$ cat config.mk
export PLATFORM = sky130hd
export DESIGN_NAME = gpio_irq_sequencer
export DESIGN_NICKNAME = d
export VERILOG_FILES = /design/src/rtl/gpio_irq_sequencer.sv
export SDC_FILE = /design/constraint.sdc
export NUM_CORES = 1
export LEC_CHECK = 0
export CORE_MARGIN = 4
export CORE_UTILIZATION = 41
export DETAILED_ROUTE_END_ITERATION = 12
export GPL_ROUTABILITY_DRIVEN = 0
export MAX_ROUTING_LAYER = met4
export PLACE_DENSITY = 0.81
export RECOVER_POWER = 50
export SLEW_MARGIN = 20
export SYNTH_ARGS = -nofsm -noshare
export SYNTH_HDL_FRONTEND = slang
export SYNTH_SLANG_ARGS = --single-unit
$ cat constraint.sdc
create_clock -name PCLK -period 1.7 [get_ports PCLK]
set_input_delay 0.34 -clock PCLK [delete_from_list [all_inputs] [get_ports PCLK]]
set_output_delay 0.34 -clock PCLK [all_outputs]
set_load 0.005 [all_outputs]
$ cat src/rtl/gpio_irq_sequencer.sv
// APB master that configures one GPIO block after reset, then services its
// interrupt line and forwards each captured pending-bit vector over valid/ready.
module gpio_irq_sequencer #(
    parameter logic [31:0] GPIO_BASE   = 32'h0000_0000,
    parameter logic [31:0] CFG_CONTROL = 32'h0000_0000,
    parameter logic [31:0] CFG_EDGE    = 32'hFFFF_FFFF,
    parameter logic [31:0] CFG_POL     = 32'hFFFF_FFFF,
    parameter logic [31:0] CFG_MASK    = 32'h0000_0000
) (
    input  logic        PCLK,
    input  logic        PRESETn,
    output logic        PSEL,
    output logic        PENABLE,
    output logic [31:0] PADDR,
    output logic        PWRITE,
    output logic [31:0] PWDATA,
    input  logic [31:0] PRDATA,
    input  logic        gpio_irq,
    output logic        init_done,
    output logic        evt_valid,
    input  logic        evt_ready,
    output logic [31:0] evt_data,
    output logic [15:0] evt_count
);

    localparam logic [31:0] OFF_CONTROL = 32'h0000_0000;
    localparam logic [31:0] OFF_MASK    = 32'h0000_0008;
    localparam logic [31:0] OFF_IRQ     = 32'h0000_000C;
    localparam logic [31:0] OFF_EDGE    = 32'h0000_0010;
    localparam logic [31:0] OFF_POL     = 32'h0000_0014;

    typedef enum logic [2:0] {
        W_CTRL,
        W_EDGE,
        W_POL,
        W_MASK,
        IDLE,
        RD_IRQ,
        CLR_IRQ,
        PUSH
    } state_t;

    state_t      state, state_next;
    logic        access, access_next;
    logic        psel_next, penable_next, pwrite_next;
    logic [31:0] paddr_next, pwdata_next;
    logic        init_done_next, evt_valid_next;
    logic [31:0] evt_data_next;
    logic [15:0] evt_count_next;
    logic [31:0] cfg_off, cfg_data;
    state_t      cfg_follow;

    // Outputs are the registered image of the current state/phase, so the bus
    // runs one cycle behind the state register.
    always_ff @(posedge PCLK or negedge PRESETn) begin
        if (!PRESETn) begin
            state     <= W_CTRL;
            access    <= 1'b0;
            PSEL      <= 1'b0;
            PENABLE   <= 1'b0;
            PADDR     <= 32'h0;
            PWRITE    <= 1'b0;
            PWDATA    <= 32'h0;
            init_done <= 1'b0;
            evt_valid <= 1'b0;
            evt_data  <= 32'h0;
            evt_count <= 16'h0;
        end else begin
            state     <= state_next;
            access    <= access_next;
            PSEL      <= psel_next;
            PENABLE   <= penable_next;
            PADDR     <= paddr_next;
            PWRITE    <= pwrite_next;
            PWDATA    <= pwdata_next;
            init_done <= init_done_next;
            evt_valid <= evt_valid_next;
            evt_data  <= evt_data_next;
            evt_count <= evt_count_next;
        end
    end

    always_comb begin
        cfg_off    = OFF_CONTROL;
        cfg_data   = CFG_CONTROL;
        cfg_follow = W_EDGE;
        case (state)
            W_EDGE:  begin cfg_off = OFF_EDGE; cfg_data = CFG_EDGE; cfg_follow = W_POL;  end
            W_POL:   begin cfg_off = OFF_POL;  cfg_data = CFG_POL;  cfg_follow = W_MASK; end
            W_MASK:  begin cfg_off = OFF_MASK; cfg_data = CFG_MASK; cfg_follow = IDLE;   end
            default: ;
        endcase
    end

    always_comb begin
        state_next     = state;
        access_next    = access;
        psel_next      = 1'b0;
        penable_next   = 1'b0;
        paddr_next     = PADDR;
        pwrite_next    = PWRITE;
        pwdata_next    = PWDATA;
        init_done_next = init_done;
        evt_valid_next = evt_valid & ~evt_ready;
        evt_data_next  = evt_data;
        evt_count_next = evt_count;

        case (state)
            W_CTRL, W_EDGE, W_POL, W_MASK: begin
                psel_next    = 1'b1;
                penable_next = access;
                paddr_next   = GPIO_BASE + cfg_off;
                pwrite_next  = 1'b1;
                pwdata_next  = cfg_data;
                access_next  = ~access;
                if (access) begin
                    state_next = cfg_follow;
                end
            end
            IDLE: begin
                init_done_next = 1'b1;
                if (gpio_irq && !evt_valid) begin
                    state_next  = RD_IRQ;
                    access_next = 1'b0;
                end
            end
            RD_IRQ: begin
                psel_next    = 1'b1;
                penable_next = access;
                paddr_next   = GPIO_BASE + OFF_IRQ;
                pwrite_next  = 1'b0;
                access_next  = ~access;
                if (access) begin
                    state_next = CLR_IRQ;
                end
            end
            CLR_IRQ: begin
                if (!access) begin
                    // The bus is still in the read ACCESS cycle here, so PRDATA is valid.
                    evt_data_next = PRDATA;
                    if (PRDATA == 32'h0) begin
                        state_next = IDLE;
                    end else begin
                        psel_next   = 1'b1;
                        paddr_next  = GPIO_BASE + OFF_IRQ;
                        pwrite_next = 1'b1;
                        pwdata_next = 32'h0;
                        access_next = 1'b1;
                    end
                end else begin
                    psel_next    = 1'b1;
                    penable_next = 1'b1;
                    access_next  = 1'b0;
                    state_next   = PUSH;
                end
            end
            PUSH: begin
                evt_valid_next = 1'b1;
                if (evt_count != 16'hFFFF) begin
                    evt_count_next = evt_count + 16'h1;
                end
                state_next = IDLE;
            end
            default: begin
                state_next  = W_CTRL;
                access_next = 1'b0;
            end
        endcase
    end

endmodule

# --- Word-level counts from Yosys, hierarchy flattened ---
# Cells that the tools add are included.
op_classes:
  bitwise: 3
  add_sub_neg: 1
  muxes: 27
  reduce_logical: 16
  eq_ne: 14
op_table:
  columns: ["op", "count"]
  rows:
  - ["$mux 32", 5]
  - ["$pmux 32 s3", 1]
  - ["$pmux 32 s2", 1]
  - ["$logic_not 32->1", 1]
  - ["$add 16x1->16 const B", 1]
  - ["$ne 16x16->1 const B", 1]
  - ["$mux 3", 5]
  - ["$pmux 3 s5", 1]
  - ["$pmux 5 s3", 1]
  - ["$eq 3x3->1 const B", 4]
  - ["$ne 2x2->1 const B", 5]
  - ["$pmux 3 s3", 1]
  - ["$mux 1", 8]
  - ["$eq 3x2->1 const B", 2]
  - ["$pmux 1 s3", 2]
  - ["$reduce_and 2->1", 3]
  - ["$reduce_and 3->1", 2]
  - ["$reduce_bool 3->1", 2]
  - ["$reduce_or 5->1", 1]
  - ["$pmux 1 s2", 2]
  - ["$reduce_and 4->1", 1]
  - ["$reduce_or 4->1", 1]
  - ["$eq 3x1->1 const B", 1]
  - ["$logic_not 3->1", 1]
  - ["other kinds (7)", 8]
totals:
  input_bits: 36
  ff_bits: 121
  wordCells: 72

# --- Depth between registers and ports, before layout ---
logic_depth:
  depth_word: 4
  mapped_depth: 6
  ltp_nobuf: 5

# --- Worst setup path before layout ---
# Ideal clock, no wire load.
synth_timing:
  path_kind: "register to register"
  start: "register evt_count[0]"
  end: "register evt_count[1]"
  path_buffers: 0
  arrival_time_ps: 1451
  required_ps: 1575
  slack_ps: 124
  path_stages_with_launch: 6
  path_cell_list: "dfrtp_1 ha_1 nand4_1 nor4_4 nor2_2 mux2_4"
synth_between:
  elab_chain_cells: 2
synth_lines:
  columns: ["item", "line_no", "rtl"]
  rows:
  - ["from (decl)", "23", "output logic [15:0] evt_count"]
  - ["from (signal assigned)", "79", "evt_count <= evt_count_next;"]
  - ["parallel branches: the longest is 2 deep, another holds $add 16x1->16", null, null]
# Several ways; the timed one is not identified.
# A chain may end at the register's enable or synchronous reset.

# --- Final worst setup path ---
layout_timing:
  start: "input port PRDATA[27]"
  end: "register state[1]"
layout_between:
  elab_chain_cells: 3
layout_lines:
  columns: ["item", "line_no", "rtl"]
  rows:
  - ["from (decl)", "17", "input logic [31:0] PRDATA,"]
  - ["$logic_not 32->1", "141", "if (PRDATA == 32'h0) begin"]
  - ["$ne 3x3->1 (no source line)", null, null]
  - ["$reduce_and 4->1 (no source line)", null, null]
  - ["to (signal assigned)", "69", "state <= state_next;"]
  - ["to (decl)", "43", "state_t state, state_next;"]
# No other way between the ends.

==> impl_metrics.csv <==
group,metric,value,unit
floorplanning,fp.dieW,94.96,µm
worst_setup_path,reg2reg_setup_slack,0.10,ns
cts,numCtsBuffers,9,
final_layout,fin_nets,427,
route,top_layer,"met4",
placement,io_buffers,123,
worst_setup_path,cp-start-kind,"input port",
worst_setup_path,path_class,"in -> reg",
worst_setup_path,worstReg2RegEnd,"evt_count[7]",
timing,fmax,605.9,MHz
yosys,yosys.cell_types.count,40,
route,routed_wl,7447,µm
global_route,overflow,0,
global_route,track_usage,17.55,%
cts,clock_path_buffers,2,
worst_setup_path,crit_required,1.90,ns
placement,place_area,0.004260,mm²
yosys,ys_ff_latch,61,
yosys,netlist_top_cells_area,"dfrtp_1, buf_4, mux2_2, nor4_1, xor2_1",
route,via_per_inst,4.777,
floorplanning,core,0.007292,mm²
global_route,first_global_vias,2378,
final_layout,antenna_cells,0,
floorplanning,rows,31,
floorplanning,die_area,0.009017,mm²
route,met2_length,3698,µm
power_and_ir_drop,p_leak,2.180,nW
route,m1WireLength,3015,µm
worst_setup_path,crit_buf_inv,2,
cts,h-tree-depth,3,
cts,insertion_delay,0.33,ns
placement,hpwl,5539,µm
yosys,synth-edff-count,0,
final_layout,drive_above_1_share,21.83,%
yosys,synth_most_common_cell,"dfrtp_1",
global_route,grt_pass1_wl,11790,µm
timing,period_share,97.08,%
worst_setup_path,crit_fanout,2,
route,route.met3.wl,607,µm
route,drt_iter0_markers,66,
worst_setup_path,cp-end-kind,"register",
global_route,antenna_found_initial,0,
worst_setup_path,reg2regPathDepth,6,
route,drt_pass1_iterations,4,
cts,cts_tree,"built",
yosys,synth_cells,271,
timing,slew_viol_final,0,
power_and_ir_drop,ir_drop,0.8506,mV
route,drcViolationCount,0,
timing,finalHoldViolCount,0,
timing,finalClockSkew,0.007430,ns
worst_hold_path,hold_path.class,"in -> async",
worst_setup_path,slowest_stage,"clkdlybuf4s50_1",
timing,worst_pin_slew,1.328,ns
worst_setup_path,crit_chain,"clkdlybuf4s50_1 > nor4_2 > buf_4 > nand4_1 > o31ai_1 > o211ai_1",
route,ant_nets,0,
yosys,synth_top_area_cell,"dfrtp_1",
global_route,grt_max_degree,62,
worst_setup_path,crit_family,"buffers and inverters",
floorplanning,die_h,94.96,µm
placement,dp_cells,475,
final_layout,final_area,0.004493,mm²
worst_setup_path,cp_data_arrival_time,1.85,ns
cts,path_clk_slew,0.07,ns
final_layout,areaGrowthSynthToFinish,44.92,%
yosys,avgSynthCellArea,11.44,µm²
timing,slew_headroom,11.44,%
cts,cts_num_sinks,61,
cts,cts_root_buffer,"clkbuf_8",
route,wl_per_cell,15.11,µm
timing,setup_viol,0,
route,num_vias,2355,
job,maxCapViolCount,0,
worst_setup_path,r2r-start,"evt_count[6]",
status,status,"finished, final reports clean",
yosys,syn_area,0.003100,mm²
timing,fin_crit,1.650,ns
power_and_ir_drop,powerDensity,1405,mW/mm²
yosys,yosysSeqAreaShare,49.23,%
floorplanning,boundaryPins,153,
floorplanning,start_util,42.52,%
yosys,ys.warnings.count,0,
yosys,ys_async_sr_fraction,100.0,%
yosys,synth_common_cells,"dfrtp_1, buf_4, mux2_2",
worst_setup_path,critPathMaxStageDelay,0.44,ns
yosys,synth_top_area_share,49.23,%
final_layout,layout.cells.non_filler,493,
yosys,synth_ff_type,"dfrtp_1",
-- cell usage in the layout (no fill, tap or decap), types with 3 or more instances in the layout --
master and count:
and3_1 3, clkbuf_1 8, nor3_1 3, dlymetal6s2s_1 5, nor2_1 6, a31oi_1 3, buf_4 15, clkbuf_8 11
inv_1 6, and4_1 4, nand2_1 12, dlygate4sd2_1 32, mux2_2 33, conb_1 29, xor2_1 8, dfrtp_1 55
dfrtp_2 6, xnor2_1 7, nand3_1 6, nor4_1 7, dlygate4sd3_1 11, clkdlybuf4s50_1 74, bufinv_16 3, nor4_2 5
o21ai_0 4, nand4_1 5
-- registers in the layout, summed over array words and instances, names as in the netlist --
signal,cells
evt_data,32
evt_count,16
PADDR,3
state,3
PENABLE,1
PSEL,1
PWDATA,1
PWRITE,1
access,1
evt_valid,1
init_done,1
-- how the worst max path moves through the flow --
stage,end,from,slack [ns],cells past startpoint
after floorplan,evt_count[1],evt_count[0],0.12,5
after global placement,state[1],PRDATA[3],-0.36,6
after CTS,state[1],PRDATA[27],0.004,6
after detailed placement,state[1],PRDATA[27],-0.35,6
final,state[1],PRDATA[27],0.05,6
after global routing,state[1],PRDATA[27],-0.03,6
-- routing by layer --
layer,up-vias,GRT usage (%)
li1,1099,-
met2,105,27.60
met5,-,-
met4,0,6.731
met1,1137,20.84
met3,14,5.896
-- report_power, final --
group	switching, W	leakage, nW	internal, W	total [W]
Sequential	0.000328	0.741	0.00200	0.00233
Clock	0.000538	0.125	0.00104	0.00158
Combinational	0.000900	1.31	0.00151	0.00240
-- metrics by stage --
step	setup slack, ns	util, %	setup TNS, ns	hold slack (ns)	total power, W
2_1_floorplan	0.1242	-	0	0.04441	0.003397
3_3_place_gp	-0.3603	58.42	-2.602	0.3703	0.004762
3_5_place_dp	-0.3490	58.42	-2.240	0.3716	0.004847
4_1_cts	0.003912	61.58	0	0.005450	0.006473
5_1_grt	-0.02979	61.62	-0.02979	0.4997	0.006700
6_report	0.04968	61.62	0	0.3756	0.006311
-- cells by family (layout without fill, tap and decap cells) --
family / count (synthesis) / after routing / share of synthesized area, %
flops: 61 / 61 / 49.23
other cells: 1 / 29 / 0.1209
simple gates: 64 / 64 / 12.35
mux: 34 / 34 / 12.47
fa+ha+maj: 1 / 1 / 0.4035
buf+inv: 74 / 169 / 16.46
compound gates: 21 / 21 / 4.722
xor+xnor: 15 / 15 / 4.237
-- final cells by class --
class	instances	area, µm²
Inverter	6	22.52
Tap cell	99	123.9
Fill cell	591	2799
Multi-Input combinational cell	164	1209
Sequential cell	61	1534
Clock buffer	11	151.4
Timing Repair Buffer	148	1358
Clock inverter	4	95.09
-- what timing repair did --
action / in CTS / in global routing
gates cloned: 0 / 0
setup buffers: 3 / 0
hold buffers: 0 / 0
resized for setup: 33 / 19
endpoints found under the setup margin: 36 / 27
Power figures use the tool's default switching activity.
